--- src/rtl/motion_state_sequencer.sv ---
// Direction sequencer for the H-bridge: dead-time between opposing directions, overcurrent fault hold-off.
// Optional build macro MOTION_FAULT_COUNT_EN enables the saturating fault_count counter.
module motion_state_sequencer #(
    parameter int DEADTIME_CYC   = 50000,
    parameter int FAULT_HOLD_CYC = 10000000,
    parameter int CNT_W          = 24
) (
    input  logic       clk,
    input  logic       reset_n,
    input  logic       cmd_valid,
    input  logic [3:0] cmd,
    output logic       cmd_ready,
    input  logic       compA,
    input  logic       compB,
    output logic [5:0] state,
    output logic       busy,
    output logic       fault,
    output logic [7:0] fault_count
);

    localparam int DT_EFF = (DEADTIME_CYC < 1) ? 1 : DEADTIME_CYC;
    localparam logic [CNT_W-1:0] DT_LOAD = CNT_W'(DT_EFF - 1);
    localparam logic [CNT_W-1:0] FH_LOAD = CNT_W'(FAULT_HOLD_CYC - 1);

    typedef enum logic [1:0] {IDLE, RUN, DEAD, FAULT} st_t;

    st_t              st, st_nx;
    logic [3:0]       cur, cur_nx, pend, pend_nx, cmd_n;
    logic [CNT_W-1:0] tmr, tmr_nx;
    logic             a_s1, a_s2, b_s1, b_s2, flt_s, hs;
    logic [5:0]       state_nx;
    logic             ready_nx, busy_nx, fault_nx;

    // Synchronizers idle high (no fault) so reset never looks like an overcurrent.
    always_ff @(posedge clk or negedge reset_n) begin
        if (!reset_n) begin
            a_s1 <= 1'b1;
            a_s2 <= 1'b1;
            b_s1 <= 1'b1;
            b_s2 <= 1'b1;
        end else begin
            a_s1 <= compA;
            a_s2 <= a_s1;
            b_s1 <= compB;
            b_s2 <= b_s1;
        end
    end

    assign flt_s = ~a_s2 | ~b_s2;
    assign hs    = cmd_valid & cmd_ready;
    // Anything other than zero or one-hot is a stop request.
    assign cmd_n = ((cmd & (cmd - 4'd1)) == 4'd0) ? cmd : 4'd0;

    always_comb begin
        st_nx   = st;
        cur_nx  = cur;
        pend_nx = pend;
        tmr_nx  = tmr;
        if (flt_s) begin
            st_nx   = FAULT;
            cur_nx  = 4'd0;
            pend_nx = 4'd0;
            tmr_nx  = FH_LOAD;
        end else begin
            case (st)
                IDLE: begin
                    if (hs && cmd_n != 4'd0) begin
                        st_nx  = RUN;
                        cur_nx = cmd_n;
                    end
                end
                RUN: begin
                    if (hs) begin
                        if (cmd_n == 4'd0) begin
                            st_nx  = IDLE;
                            cur_nx = 4'd0;
                        end else if (cmd_n != cur) begin
                            st_nx   = DEAD;
                            pend_nx = cmd_n;
                            tmr_nx  = DT_LOAD;
                        end
                    end
                end
                DEAD: begin
                    if (tmr == '0) begin
                        st_nx  = RUN;
                        cur_nx = pend;
                    end else begin
                        tmr_nx = tmr - CNT_W'(1);
                    end
                end
                FAULT: begin
                    if (tmr == '0) st_nx = IDLE;
                    else           tmr_nx = tmr - CNT_W'(1);
                end
                default: st_nx = IDLE;
            endcase
        end
        state_nx = (st_nx == RUN) ? {2'b00, cur_nx} : 6'd0;
        ready_nx = (st_nx == IDLE) || (st_nx == RUN);
        busy_nx  = (st_nx == DEAD) || (st_nx == FAULT);
        fault_nx = (st_nx == FAULT);
    end

    always_ff @(posedge clk or negedge reset_n) begin
        if (!reset_n) begin
            st        <= IDLE;
            cur       <= 4'd0;
            pend      <= 4'd0;
            tmr       <= '0;
            state     <= 6'd0;
            cmd_ready <= 1'b0;
            busy      <= 1'b0;
            fault     <= 1'b0;
        end else begin
            st        <= st_nx;
            cur       <= cur_nx;
            pend      <= pend_nx;
            tmr       <= tmr_nx;
            state     <= state_nx;
            cmd_ready <= ready_nx;
            busy      <= busy_nx;
            fault     <= fault_nx;
        end
    end

`ifdef MOTION_FAULT_COUNT_EN
    logic [7:0] fcnt;
    always_ff @(posedge clk or negedge reset_n) begin
        if (!reset_n)
            fcnt <= 8'd0;
        else if (flt_s && st != FAULT && fcnt != 8'hFF)
            fcnt <= fcnt + 8'd1;
    end
    assign fault_count = fcnt;
`else
    assign fault_count = 8'd0;
`endif

endmodule

--- config.mk ---
export PLATFORM = sky130hd
export DESIGN_NAME = motion_state_sequencer
export DESIGN_NICKNAME = d
export VERILOG_FILES = /design/src/rtl/motion_state_sequencer.sv
export SDC_FILE = /design/constraint.sdc
export NUM_CORES = 1
export LEC_CHECK = 0
export ABC_AREA = 1
export BUFFER_PORTS_ARGS = -buffer_cell sky130_fd_sc_hd__buf_2
export CAP_MARGIN = 20
export CORE_ASPECT_RATIO = 1.2
export CORE_MARGIN = 2
export CORE_UTILIZATION = 50
export DETAILED_ROUTE_END_ITERATION = 8
export PLACE_DENSITY = 0.69
export SLEW_MARGIN = 15
export SYNTH_ARGS = -nofsm -noshare
export SYNTH_HDL_FRONTEND = slang
export SYNTH_SLANG_ARGS = --single-unit
export TNS_END_PERCENT = 30
--- constraint.sdc ---
create_clock -name clk -period 2.5 [get_ports clk]
set_input_delay 0 -clock clk [delete_from_list [all_inputs] [get_ports clk]]
set_output_delay 0 -clock clk [all_outputs]
set_load 0.02 [all_outputs]
# After elaboration in Yosys (flattened, before gate mapping)

Index checks and enable logic that the tools add are counted.

Bitwise gates (word level): 5
Reductions and logical operators: 16
Multiplexer cells: 27
Equal/unequal tests: 12
Add/sub/neg operators: 2

Operators with widths:

| cell                                                                 | count |
|---|---|
| 24-bit 2-to-1 mux                                                    | 5 |
| 4-bit 2-to-1 mux                                                     | 12 |
| 24-bit one-hot mux with 2 select lines                               | 1 |
| 24-bit logical NOT                                                   | 1 |
| 24-bit by 1-bit subtractor with 24-bit output, second input constant | 1 |
| 2-bit 2-to-1 mux                                                     | 7 |
| 3-bit != test, second input constant                                 | 4 |
| 4-bit one-hot mux with 3 select lines                                | 1 |
| 2-bit == test, second input constant                                 | 4 |
| 4-bit logical NOT                                                    | 2 |
| 2-bit one-hot mux with 4 select lines                                | 1 |
| 2-bit nonzero test                                                   | 3 |
| 5-bit AND reduction                                                  | 1 |
| 4-bit AND                                                            | 1 |
| 2-bit by 1-bit == test with 1-bit output, second input constant      | 2 |
| 2-bit logical NOT                                                    | 2 |
| 4-bit != test                                                        | 1 |
| 4-bit AND reduction                                                  | 1 |
| 4-bit nonzero test                                                   | 1 |
| 4-bit by 1-bit subtractor with 4-bit output, second input constant   | 1 |
| 3-bit nonzero test                                                   | 1 |
| 1-bit logical OR                                                     | 2 |
| 2-bit != test, second input constant                                 | 1 |
| 1-bit NOT                                                            | 2 |
| 4 further kinds                                                      | 4 |

Input port bits: 9
Bits in registers: 45

# Logic depth before layout (Yosys ltp)

Gate-level depths: netlist (run 1).

Depth after elaboration: 12
Depth in mapped cells: 13
Depth with buffers taken out: 12

# Worst setup path after synthesis (run 1)

Ideal clock, no wire load.

Path kind: register to register
Start: reg tmr[0]
End: reg tmr[6]
Arrival time: 1.650 ns
Stages on the path, launching flop included: 13
Setup slack: 0.710 ns
Data required time: 2.360 ns
Path buffers: 1
Clock period less this slack: 1.790 ns
Cell sequence: dfrtp_1 > inv_1 > ha_1 > nand2_2 > nor2_4 > nand3_2 > nand2_1 > inv_1 > nor2_4 > nand2_4 > buf_6 > nand3_1 > nand3_1

Cells in the longest elaborated chain, start to end: 4
Elaborated cells on any way between the ends: 7
Those cells by class: add/sub: 1; eq/ne: 1; mux: 3; reduce/logical: 2

RTL lines:

| what                                          | line   | text |
|---|---|---|
| start: declaration                            | 29     | `logic [CNT_W-1:0] tmr, tmr_nx;` |
| start signal: assignment                      | 119    | `tmr <= tmr_nx;` |
| 24-bit by 1-bit subtractor with 24-bit output | 89, 94 |  |
| 24-bit 2-to-1 mux                             | 85, 93 |  |
| 24-bit one-hot mux with 2 select lines        | 65     | `case (st)` |
| 24-bit 2-to-1 mux                             | 59     | `if (flt_s) begin` |

Several ways; a longest one is shown, not always the timed one. The select of a mux whose other input is x is not followed.
A chain may end at the register's enable or synchronous reset.

# Worst setup path after layout (run 1)

Start: reg tmr[0]
End: reg tmr[0]

The elaborated chain is that of the path after synthesis.

==> results of run 1 <==
[synth_stat cells, drive strengths merged]
| cell | count |
|---|---|
| conb | 1 |
| nand4 | 9 |
| xor2 | 8 |
| inv | 53 |
| o211ai | 2 |
| nand3 | 45 |
| o31ai | 5 |
| dfrtp | 41 |
| nor2 | 56 |
| ha | 1 |
| buf | 18 |
| o21ai | 32 |
| a21oi | 5 |
| nand2 | 120 |
| dfstp | 4 |
| nor3 | 6 |
| clkbuf | 2 |
| nand3b | 2 |
[cells by family after synthesis]
group / Yosys count
simple gates: 238
buf+inv: 73
flops: 45
compound gates: 44
xor+xnor: 8
fa+ha+maj: 1
other cells: 1
[worst register-to-register path, delay by kind of cell (launching register included)]
family / cells / cell delay [ns]
AOI/OAI and AO/OA: 2 / 0.17
adders and majority gates: 1 / 0.24
buffers and inverters: 3 / 0.42
DFF: 1 / 0.37
and+or+nand+nor: 6 / 0.88
[routing by layer]
| metal | wire length, um | vias to the layer above | share of wire [%] | global-route usage [%] |
|---|---|---|---|---|
| li1 | - | 1324 | - | - |
| met1 | 2724 | 1171 | 42 | 26.02 |
| met2 | 3390 | 48 | 52 | 41.15 |
| met3 | 254 | 13 | 3.9 | 2.992 |
| met4 | 153 | 0 | 2.3 | 7.603 |
| met5 | 0 | - | 0 | 0 |
[sequential cells by signal, indices dropped and copies added, names as in the netlist]
name / flops
cur: 4
a_s2: 1
fault: 1
tmr: 24
state: 4
busy: 1
cmd_ready: 1
b_s2: 1
st: 2
a_s1: 1
pend: 4
b_s1: 1
[power by group]
group          total [mW]  leakage (nW)  switching, mW  internal, mW
sequential          0.736         0.523        0.00112         0.734
clock               0.497        0.0518          0.267         0.230
combinational      0.0872          1.04         0.0650        0.0221
[worst paths after layout]
kind / end / slack, ns / cells past startpoint
setup / recovery: tmr[0]$_DFFE_PN0P_ / 0.31 / 12
min in group asynchronous: state[0]$_DFF_PN0_ / 0.08 / 2
hold / removal: pend[0]$_DFFE_PN0P_ / 0.06 / 3
max in group asynchronous: a_s1$_DFF_PN1_ / 1.89 / 3
setup reg to reg: tmr[0]$_DFFE_PN0P_ / 0.31 / 12
hold reg to reg: b_s2$_DFF_PN1_ / 0.36 / 0
[timing repair]
| item | in CTS | in global routing |
|---|---|---|
| hold buffers | 3 | 0 |
| gates resized for setup | 0 | 2 |
| setup endpoints to repair | 0 | 6 |
| hold endpoints to repair | 43 | 0 |
[final cells by class]
type | instances | share of cell area [%]
inverters | 53 | 6.386
clock inverters | 2 | 0.5553
repair buffers | 24 | 5.157
flip-flops and latches | 45 | 35.86
clock buffers | 6 | 2.618
multi-input cells | 301 | 46.89
well taps | 64 | 2.539
==> qor.yml, run 1 <==
yosys:
  synth.area.top_cells: "dfrtp_1 35%, nand2_1 15%, nand3_1 6.9%"
  ys_warn_count: 0
  synth_fa_ha_area_share_pct: 0.4290
  synth_xor_area_share_pct: 2.402
  synth_compound_area_share_pct: 8.280
  synthMuxAreaShare_pct: 0
  syn_area_um2: 2917
  ys_ff_latch: 45
  ys_types: 30
  synth_top_family_by_area: "simple AND/OR/NAND/NOR gates"
  synth_area_per_cell_um2: 7.114
  synth_top_area_share_pct: 35.18
  yosys.area_share.simple_pct: 38.01
  ys_seq_area_share_pct: 38.78
  synth.largest_area_cell: "dfrtp_1"
  synthCells: 410
power:
  p_leak_nw: 1.619
  cellPowerDensity_nw_per_um2: 418.4
  total_power_mw: 1.320
  irDropWorstVdd_mv: 0.3063
timing:
  setup_slack_ns: 0.3099
  fin_skew_ns: 0.008892
  finalSetupTns_ns: 0
  rsz0062_at_grt: "false"
  hold_slack_ns: 0.05783
  fin_crit_ns: 2.190
  relSlewSlack_pct: 58.57
  fmax_ghz: 0.4566
  setup_viol: 0
  drv_slew: 0
  worstMarginPinSlew_ns: 0.6215
  hold_violations: 0
  fin_crit_sh_pct: 87.60
grt:
  grt_pass1_wl_um: 11320
  grt_max_degree: 46
  grt.total_usage_pct: 22.27
  grt_pass1_vias: 2494
  antenna_found_initial: 0
  gr-total-overflow: 0
setup_path:
  worstPathRequired_ns: 2.69
  end_kind: "flop"
  crit_type: "flop to flop"
  cpMaxStageDelayCell: "dfrtp_1"
  crit_fanout: 32
  crit_chain: "inv_1 > ha_1 > nand2_2 > nor2_4 > nand3_2 > nand2_1 > inv_1 > nor2_4 > nand2_8 > buf_4 > o31ai_1 > o21ai_1"
  arrival_ns: 2.38
  cp_slowest_stage_delay_ns: 0.37
  timing.critical_path.buf_inv: 3
  r2r_start: "tmr[0]$_DFFE_PN0P_"
  critPathLaunch: "tmr[0]$_DFFE_PN0P_"
  setup.worst_path.start_class: "flop"
  crit_family: "simple AND/OR/NAND/NOR gates"
route:
  avgViaCountPerCell: 5.164
  wire_per_inst_um: 13.18
  firstDrtPassIters: 4
  vias: 2556
  ant_nets: 0
  drc_errors: 0
  drtIter0Drc: 110
  drt_wl_total_um: 6523
floorplanning:
  die_height_um: 87.67
  io_pins: 26
  rows: 30
  die_area_um2: 6463
  coreArea_um2: 5630
  initial_utilization_pct: 51.80
  die_width_um: 73.72
layout:
  nets: 440
  fill_cells: 568
  area_growth_pct: 8.151
  ff_latch_area_um2: 1131
  diodes: 0
  multi_input_area_um2: 1479
  fin_util_pct: 56.02
  final-instance-count-excl-fill: 495
  drive_above_1_share_pct: 12.76
  final_common_cell: "nand2_1"
  layout_common_cells: "116 x nand2_1, 51 x inv_1, 47 x nor2_1"
  finalInstanceArea_um2: 3154
hold_path:
  min_path_type: "input pin to flop"
  hp-start: "cmd[0]"
placed_design:
  dpl.hpwl_um: 4786
  placed_cell_area_um2: 2993
  place.gp.congestion: 0.9253
  io_buffers: 15
  place_inst: 483
  pre_cts_slack_ns: 0.2511
clock_tree:
  cts_tree: "yes"
  ctsHtreeMaxLevel: 2
  path_clk_slew_ns: 0.09
  worst_skew_pair.late_latency_ns: 0.30
  ctsLongestPathBuffers: 2
  cts_sinks: 45
  post-cts-setup-buffers: 0
  cts_buffers: 5
  clockRootBuffer: "clkbuf_8"
flow_run:
  maxCapViolations: 0
outcome:
  outcome: "finished clean"
(Power assumes the default switching activity.)
==> run 2, diff against run 1 <==
REMOVE_ABC_BUFFERS = 1   (was default)
==> run 2 against run 1 <==
  * Sequential power about the same
  * Largest power group unchanged
  * Non-clock buffer count down 2
  * Hold slack about the same
  * Critical path depth unchanged
  * Final area down 0.63%
  * Clock-buffer cell count up 1
  * Highest routed layer unchanged
  * Setup slack better by 0.048 ns
  * Critical endpoint is now state[2]$_DFF_PN0_
==> qor.yml, run 2 (synthesis results as in run 1) <==
outcome:
  outcome: "finished clean"  # unchanged
placed_design:
  place.gp.congestion: 0.8974  # was 0.9253
  pre_cts_slack_ns: 0.3472  # was 0.2511 ns
  io_buffers: 15  # unchanged
  placed_cell_area_um2: 2985  # was 2993 um2
  dpl.hpwl_um: 4859  # was 4786 um
hold_path:
  min_path_type: "input pin to flop"  # unchanged
  hp-start: "cmd[0]"  # unchanged
floorplanning:
  initial_utilization_pct: 51.80  # unchanged
  io_pins: 26  # unchanged
  die_area_um2: 6463  # unchanged
  die_width_um: 73.72  # unchanged
  die_height_um: 87.67  # unchanged
  coreArea_um2: 5630  # unchanged
  rows: 30  # unchanged
clock_tree:
  ctsLongestPathBuffers: 2  # unchanged
  ctsHtreeMaxLevel: 2  # unchanged
  cts_sinks: 45  # unchanged
  cts_buffers: 5  # unchanged
  clockRootBuffer: "clkbuf_8"  # unchanged
  cts-resized-gates: 0  # unchanged
  hold_buffers: 3  # unchanged
  path_clk_slew_ns: 0.08  # was 0.09 ns
  worst_skew_pair.late_latency_ns: 0.31  # was 0.30 ns
  post-cts-setup-buffers: 0  # unchanged
  cts_tree: "yes"  # unchanged
power:
  irDropWorstVdd_mv: 0.3152  # was 0.3063 mV
  clock_power_share_pct: 41.5  # was 37.7%
  p_int_mw: 1.079  # was 986.3 uW
  cellPowerDensity_nw_per_um2: 446.4  # was 418.4 nW/um2
  p_seq_share_pct: 52.6  # was 55.7%
  p_leak_nw: 1.612  # was 1.619 nW
  p_sw_share_pct: 22.88  # was 25.27%
  power.net_switching_uw: 320.2  # was 333.6 uW
  p_comb_share_pct: 5.9  # was 6.6%
grt:
  grt_pass1_vias: 2524  # was 2494
  gr-total-overflow: 0  # unchanged
  grt.total_usage_pct: 23.47  # was 22.27%
  busiest_layer: "met2"  # unchanged
  grtUsageMet1_pct: 27.88  # was 26.02%
  antenna_found_initial: 0  # unchanged
  grt_util_met2_pct: 42.05  # was 41.15%
  grt_max_degree: 46  # unchanged
  grt_pass1_wl_um: 11690  # was 11320 um
  use_met3_pct: 3.797  # was 2.992%
timing:
  worstMarginPinSlew_ns: 0.7818  # was 0.6215 ns
  drv_slew: 0  # unchanged
  hold_violations: 0  # unchanged
  setup_slack_ns: 0.3579  # was 0.3099 ns
  setup_viol: 0  # unchanged
  rsz0062_at_grt: "false"  # unchanged
  hold_slack_ns: 0.05807  # was 0.05783 ns
  fin_crit_ns: 2.142  # was 2.190 ns
  fin_skew_ns: 0.004824  # was 0.008892 ns
  fin_crit_sh_pct: 85.68  # was 87.60%
  relSlewSlack_pct: 47.88  # was 58.57%
  finalSetupTns_ns: 0  # unchanged
  fmax_ghz: 0.4668  # was 0.4566 GHz
flow_run:
  maxCapViolations: 0  # unchanged
route:
  drt_wl_total_um: 6662  # was 6523 um
  ant_nets: 0  # unchanged
  avgViaCountPerCell: 5.349  # was 5.164
  drc_errors: 0  # unchanged
  firstDrtPassIters: 4  # unchanged
  wire_per_inst_um: 13.51  # was 13.18 um
  vias: 2637  # was 2556
  drtIter0Drc: 200  # was 110
layout:
  diodes: 0  # unchanged
  final_common_cell: "nand2_1"  # unchanged
  largest_register_ffs: 24  # unchanged
  area_growth_pct: 7.465  # was 8.151%
  nets: 438  # was 440
  layout_common_cells: "116 x nand2_1, 51 x inv_1, 47 x nor2_1"  # unchanged
  finalInstanceArea_um2: 3134  # was 3154 um2
  drive_above_1_share_pct: 12.12  # was 12.76%
  top_register: "tmr"  # unchanged
  fill_cells: 542  # was 568
setup_path:
  setup.worst_path.start_class: "flop"  # unchanged
  crit_family: "simple AND/OR/NAND/NOR gates"  # unchanged
  r2r_start: "tmr[0]$_DFFE_PN0P_"  # unchanged
  cp_slowest_stage_delay_ns: 0.37  # about the same
  crit_type: "flop to flop"  # unchanged
  critPathLaunch: "tmr[0]$_DFFE_PN0P_"  # unchanged
  worstPathRequired_ns: 2.74  # was 2.69 ns
  arrival_ns: 2.38  # about the same
  crit_chain: "inv_1 > ha_1 > nand2_2 > nor2_4 > nand3_2 > nand2_1 > inv_1 > nor2_4 > nand2_4 > inv_2 > nand2_1 > nor2_1"  # was inv_1 > ha_1 > nand2_2 > nor2_4 > nand3_2 > nand2_1 > inv_1 > nor2_4 > nand2_8 > buf_4 > o31ai_1 > o21ai_1
  cpMaxStageDelayCell: "dfrtp_1"  # unchanged
  timing.critical_path.buf_inv: 3  # unchanged
  end_kind: "flop"  # unchanged
  crit_fanout: 27  # was 32
run 2: worst register-to-register path, stage by stage, from the launching register on:
cell and delay, ns:
dfrtp_1 0.37, inv_1 0.12, ha_1 0.25, nand2_2 0.11, nor2_4 0.13, nand3_2 0.15
nand2_1 0.10, inv_1 0.08, nor2_4 0.11, nand2_4 0.19, inv_2 0.24, nand2_1 0.15
nor2_1 0.11
run 2: metrics by stage:
step,total power [mW],instances,utilization [%]
after floorplan,0.7936,399,-
after global placement,0.8286,482,53.02
after detailed placement,0.8302,482,53.02
after CTS,1.414,493,55.62
after global routing,1.448,493,55.67
final,1.399,493,55.67
run 2: layer usage:
metal / up-vias / part of all wire [%]
li1: 1323 / -
met1: 1225 / 41
met2: 74 / 51
met3: 15 / 5.3
met4: 0 / 2.3
met5: - / 0
run 2: final cells by class:
class / count / area [um2] / share of cell area [%]
clock buffers: 7 / 86.33 / 2.754
repair buffers: 22 / 137.6 / 4.391
flip-flops and latches: 45 / 1131 / 36.09
well taps: 64 / 80.08 / 2.555
inverters: 53 / 198.9 / 6.347
clock inverters: 1 / 30.03 / 0.9581
multi-input cells: 301 / 1470 / 46.91
run 2: final timing paths:
kind                                       end  slack [ns]  cells after the start
max                         state[2]$_DFF_PN0_        0.36                     12
min reg2reg                     b_s2$_DFF_PN1_        0.36                      0
min                        pend[0]$_DFFE_PN0P_        0.06                      3
max in group asynchronous  tmr[17]$_DFFE_PN0P_        1.87                      2
max reg2reg                 state[2]$_DFF_PN0_        0.36                     12
min in group asynchronous   tmr[7]$_DFFE_PN0P_        0.23                      2
run 2: power groups by stage:
| stage | logic (mW) | clock network, mW | registers, mW |
|---|---|---|---|
| after floorplan | 0.0437 | 0 | 0.750 |
| after global placement | 0.0787 | 0 | 0.750 |
| after detailed placement | 0.0802 | 0 | 0.750 |
| after CTS | 0.0836 | 0.595 | 0.736 |
| after global routing | 0.0940 | 0.618 | 0.736 |
| final | 0.0829 | 0.581 | 0.736 |
==> run 3, diff against run 2 <==
HOLD_SLACK_MARGIN = 0.06   (was default)
==> run 3 against run 2 <==
  * Critical path depth unchanged
  * Setup slack worse by 0.0074 ns
  * Clock skew about the same
  * Sequential power is essentially flat
  * First-iteration DRC count rose by 6.0%
  * Final cell count increased by 0.20%
  * Hold slack better by 0.014 ns
  * Global-route usage up 0.071 points
  * Routed wire length up 1.0%
  * Final area increased by 0.32%
  * Fmax shrank 0.34%
  * Combinational power is 2% higher
  * Highest routed layer unchanged
==> qor.yml, run 3 (synthesis results as in run 1) <==
outcome:
  outcome: "finished clean"  # unchanged
timing:
  fmax_ghz: 0.4652  # was 0.4668 GHz
  setup_slack_ns: 0.3505  # was 0.3579 ns
  drv_slew: 0  # unchanged
  hold_violations: 0  # unchanged
  setup_viol: 0  # unchanged
  fin_crit_ns: 2.149  # was 2.142 ns
  finalSetupTns_ns: 0  # unchanged
  rsz0062_at_grt: "false"  # unchanged
  worstMarginPinSlew_ns: 0.8085  # was 0.7818 ns
  fin_crit_sh_pct: 85.98  # was 85.68%
  relSlewSlack_pct: 46.10  # was 47.88%
  fin_skew_ns: 0.005024  # was 0.004824 ns
layout:
  largest_register_ffs: 24  # unchanged
  diodes: 0  # unchanged
  drive_above_1_share_pct: 12.09  # was 12.12%
  area_growth_pct: 7.808  # was 7.465%
  nets: 439  # was 438
  fill_cells: 541  # was 542
  fin_util_pct: 55.84  # was 55.67%
  final_common_cell: "nand2_1"  # unchanged
  top_register: "tmr"  # unchanged
  layout_common_cells: "116 x nand2_1, 51 x inv_1, 47 x nor2_1"  # unchanged
placed_design:
  place.gp.congestion: 0.8974  # unchanged
  dpl.hpwl_um: 4859  # unchanged
  pre_cts_slack_ns: 0.3472  # unchanged
  io_buffers: 15  # unchanged
setup_path:
  rr_endpoint: "state[2]$_DFF_PN0_"  # unchanged
  reg2reg_depth: 12  # unchanged
  arrival_ns: 2.39  # was 2.38 ns
  crit_fanout: 27  # unchanged
  end_kind: "flop"  # unchanged
  setup.worst_path.start_class: "flop"  # unchanged
  r2r_start: "tmr[0]$_DFFE_PN0P_"  # unchanged
  critPathLaunch: "tmr[0]$_DFFE_PN0P_"  # unchanged
  worstPathRequired_ns: 2.74  # about the same
  crit_type: "flop to flop"  # unchanged
  r2r_slack_ns: 0.35  # was 0.36 ns
grt:
  grt.total_usage_pct: 23.54  # was 23.47%
  grt_pass1_vias: 2536  # was 2524
  grt_max_degree: 46  # unchanged
  grt_pass1_wl_um: 11720  # was 11690 um
  gr-total-overflow: 0  # unchanged
  antenna_found_initial: 0  # unchanged
floorplanning:
  die_width_um: 73.72  # unchanged
  rows: 30  # unchanged
  die_area_um2: 6463  # unchanged
  coreArea_um2: 5630  # unchanged
  io_pins: 26  # unchanged
  die_height_um: 87.67  # unchanged
  initial_utilization_pct: 51.80  # unchanged
clock_tree:
  post-cts-setup-buffers: 0  # unchanged
  path_clk_slew_ns: 0.08  # about the same
  ctsHtreeMaxLevel: 2  # unchanged
  worst_skew_pair.late_latency_ns: 0.30  # was 0.31 ns
  cts_tree: "yes"  # unchanged
  cts_sinks: 45  # unchanged
  ctsLongestPathBuffers: 2  # unchanged
  clockRootBuffer: "clkbuf_8"  # unchanged
  cts_buffers: 5  # unchanged
route:
  drt_wl_total_um: 6730  # was 6662 um
  avgViaCountPerCell: 5.360  # was 5.349
  vias: 2648  # was 2637
  drc_errors: 0  # unchanged
  drtIter0Drc: 212  # was 200
  ant_nets: 0  # unchanged
  wire_per_inst_um: 13.62  # was 13.51 um
  firstDrtPassIters: 4  # unchanged
power:
  p_leak_nw: 1.617  # was 1.612 nW
  irDropWorstVdd_mv: 0.3128  # was 0.3152 mV
  cellPowerDensity_nw_per_um2: 445.4  # was 446.4 nW/um2
flow_run:
  maxCapViolations: 0  # unchanged
hold_path:
  min_path_type: "input pin to flop"  # unchanged
  hp-start: "cmd[1]"  # was cmd[0]
  hold_depth: 3  # unchanged
  holdPathEnd: "pend[1]$_DFFE_PN0P_"  # was pend[0]$_DFFE_PN0P_
==> run 3: final cells by class <==
class                   count  area, um2  share of cell area (%)
flip-flops and latches     45       1131                   35.97
repair buffers             23      147.6                   4.696
well taps                  64      80.08                   2.547
clock buffers               7      86.33                   2.746
clock inverters             1      30.03                  0.9550
multi-input cells         301       1470                   46.76
inverters                  53      198.9                   6.327
==> run 3: worst max path at each step <==
stage | to | depth (start not counted) | slack [ns]
after detailed placement | state[0]$_DFF_PN0_ | 12 | 0.35
final | state[2]$_DFF_PN0_ | 12 | 0.35
after global routing | state[2]$_DFF_PN0_ | 12 | 0.04
after floorplan | state[0]$_DFF_PN0_ | 12 | 0.53
after CTS | state[0]$_DFF_PN0_ | 12 | 0.32
after global placement | state[0]$_DFF_PN0_ | 12 | 0.42
==> run 3: routing by layer <==
metal | vias up | track usage (%) | wire (um)
met5 | - | 0 | 0
met4 | 0 | 8.760 | 156
met3 | 15 | 3.797 | 267
met2 | 58 | 42.29 | 3449
met1 | 1250 | 27.88 | 2857
li1 | 1325 | - | -
==> run 3: metrics by stage <==
stage	total power [mW]	instance area [um2]	std cells	hold slack [ns]
after floorplan	0.7936	2800	399	-0.2956
after global placement	0.8286	2985	482	0.1068
after detailed placement	0.8302	2985	482	0.1066
after CTS	1.415	3142	494	0.06558
after global routing	1.450	3144	494	0.08854
final	1.401	3144	494	0.07196
==> run 3: worst max-delay path: stages, from the launching register on <==
cell and delay, ns:
dfrtp_1 0.37, inv_1 0.12, ha_1 0.25, nand2_2 0.11, nor2_4 0.12, nand3_2 0.15, nand2_1 0.10, inv_1 0.08
nor2_4 0.11, nand2_4 0.19, inv_2 0.24, nand2_1 0.15, nor2_1 0.11
==> run 3: power by group <==
| group | total, mW | internal (mW) | leakage, nW | switching (mW) |
|---|---|---|---|---|
| registers | 0.736 | 0.734 | 0.523 | 0.00120 |
| clock network | 0.581 | 0.326 | 0.0585 | 0.255 |
| logic | 0.0844 | 0.0194 | 1.04 | 0.0649 |
| total | 1.40 | 1.08 | 1.62 | 0.321 |
==> run 3: what timing repair did <==
action | 4_1_cts | 5_1_grt
gates resized for setup | 0 | 0
hold endpoints to repair | 44 | 0
hold buffers | 4 | 0
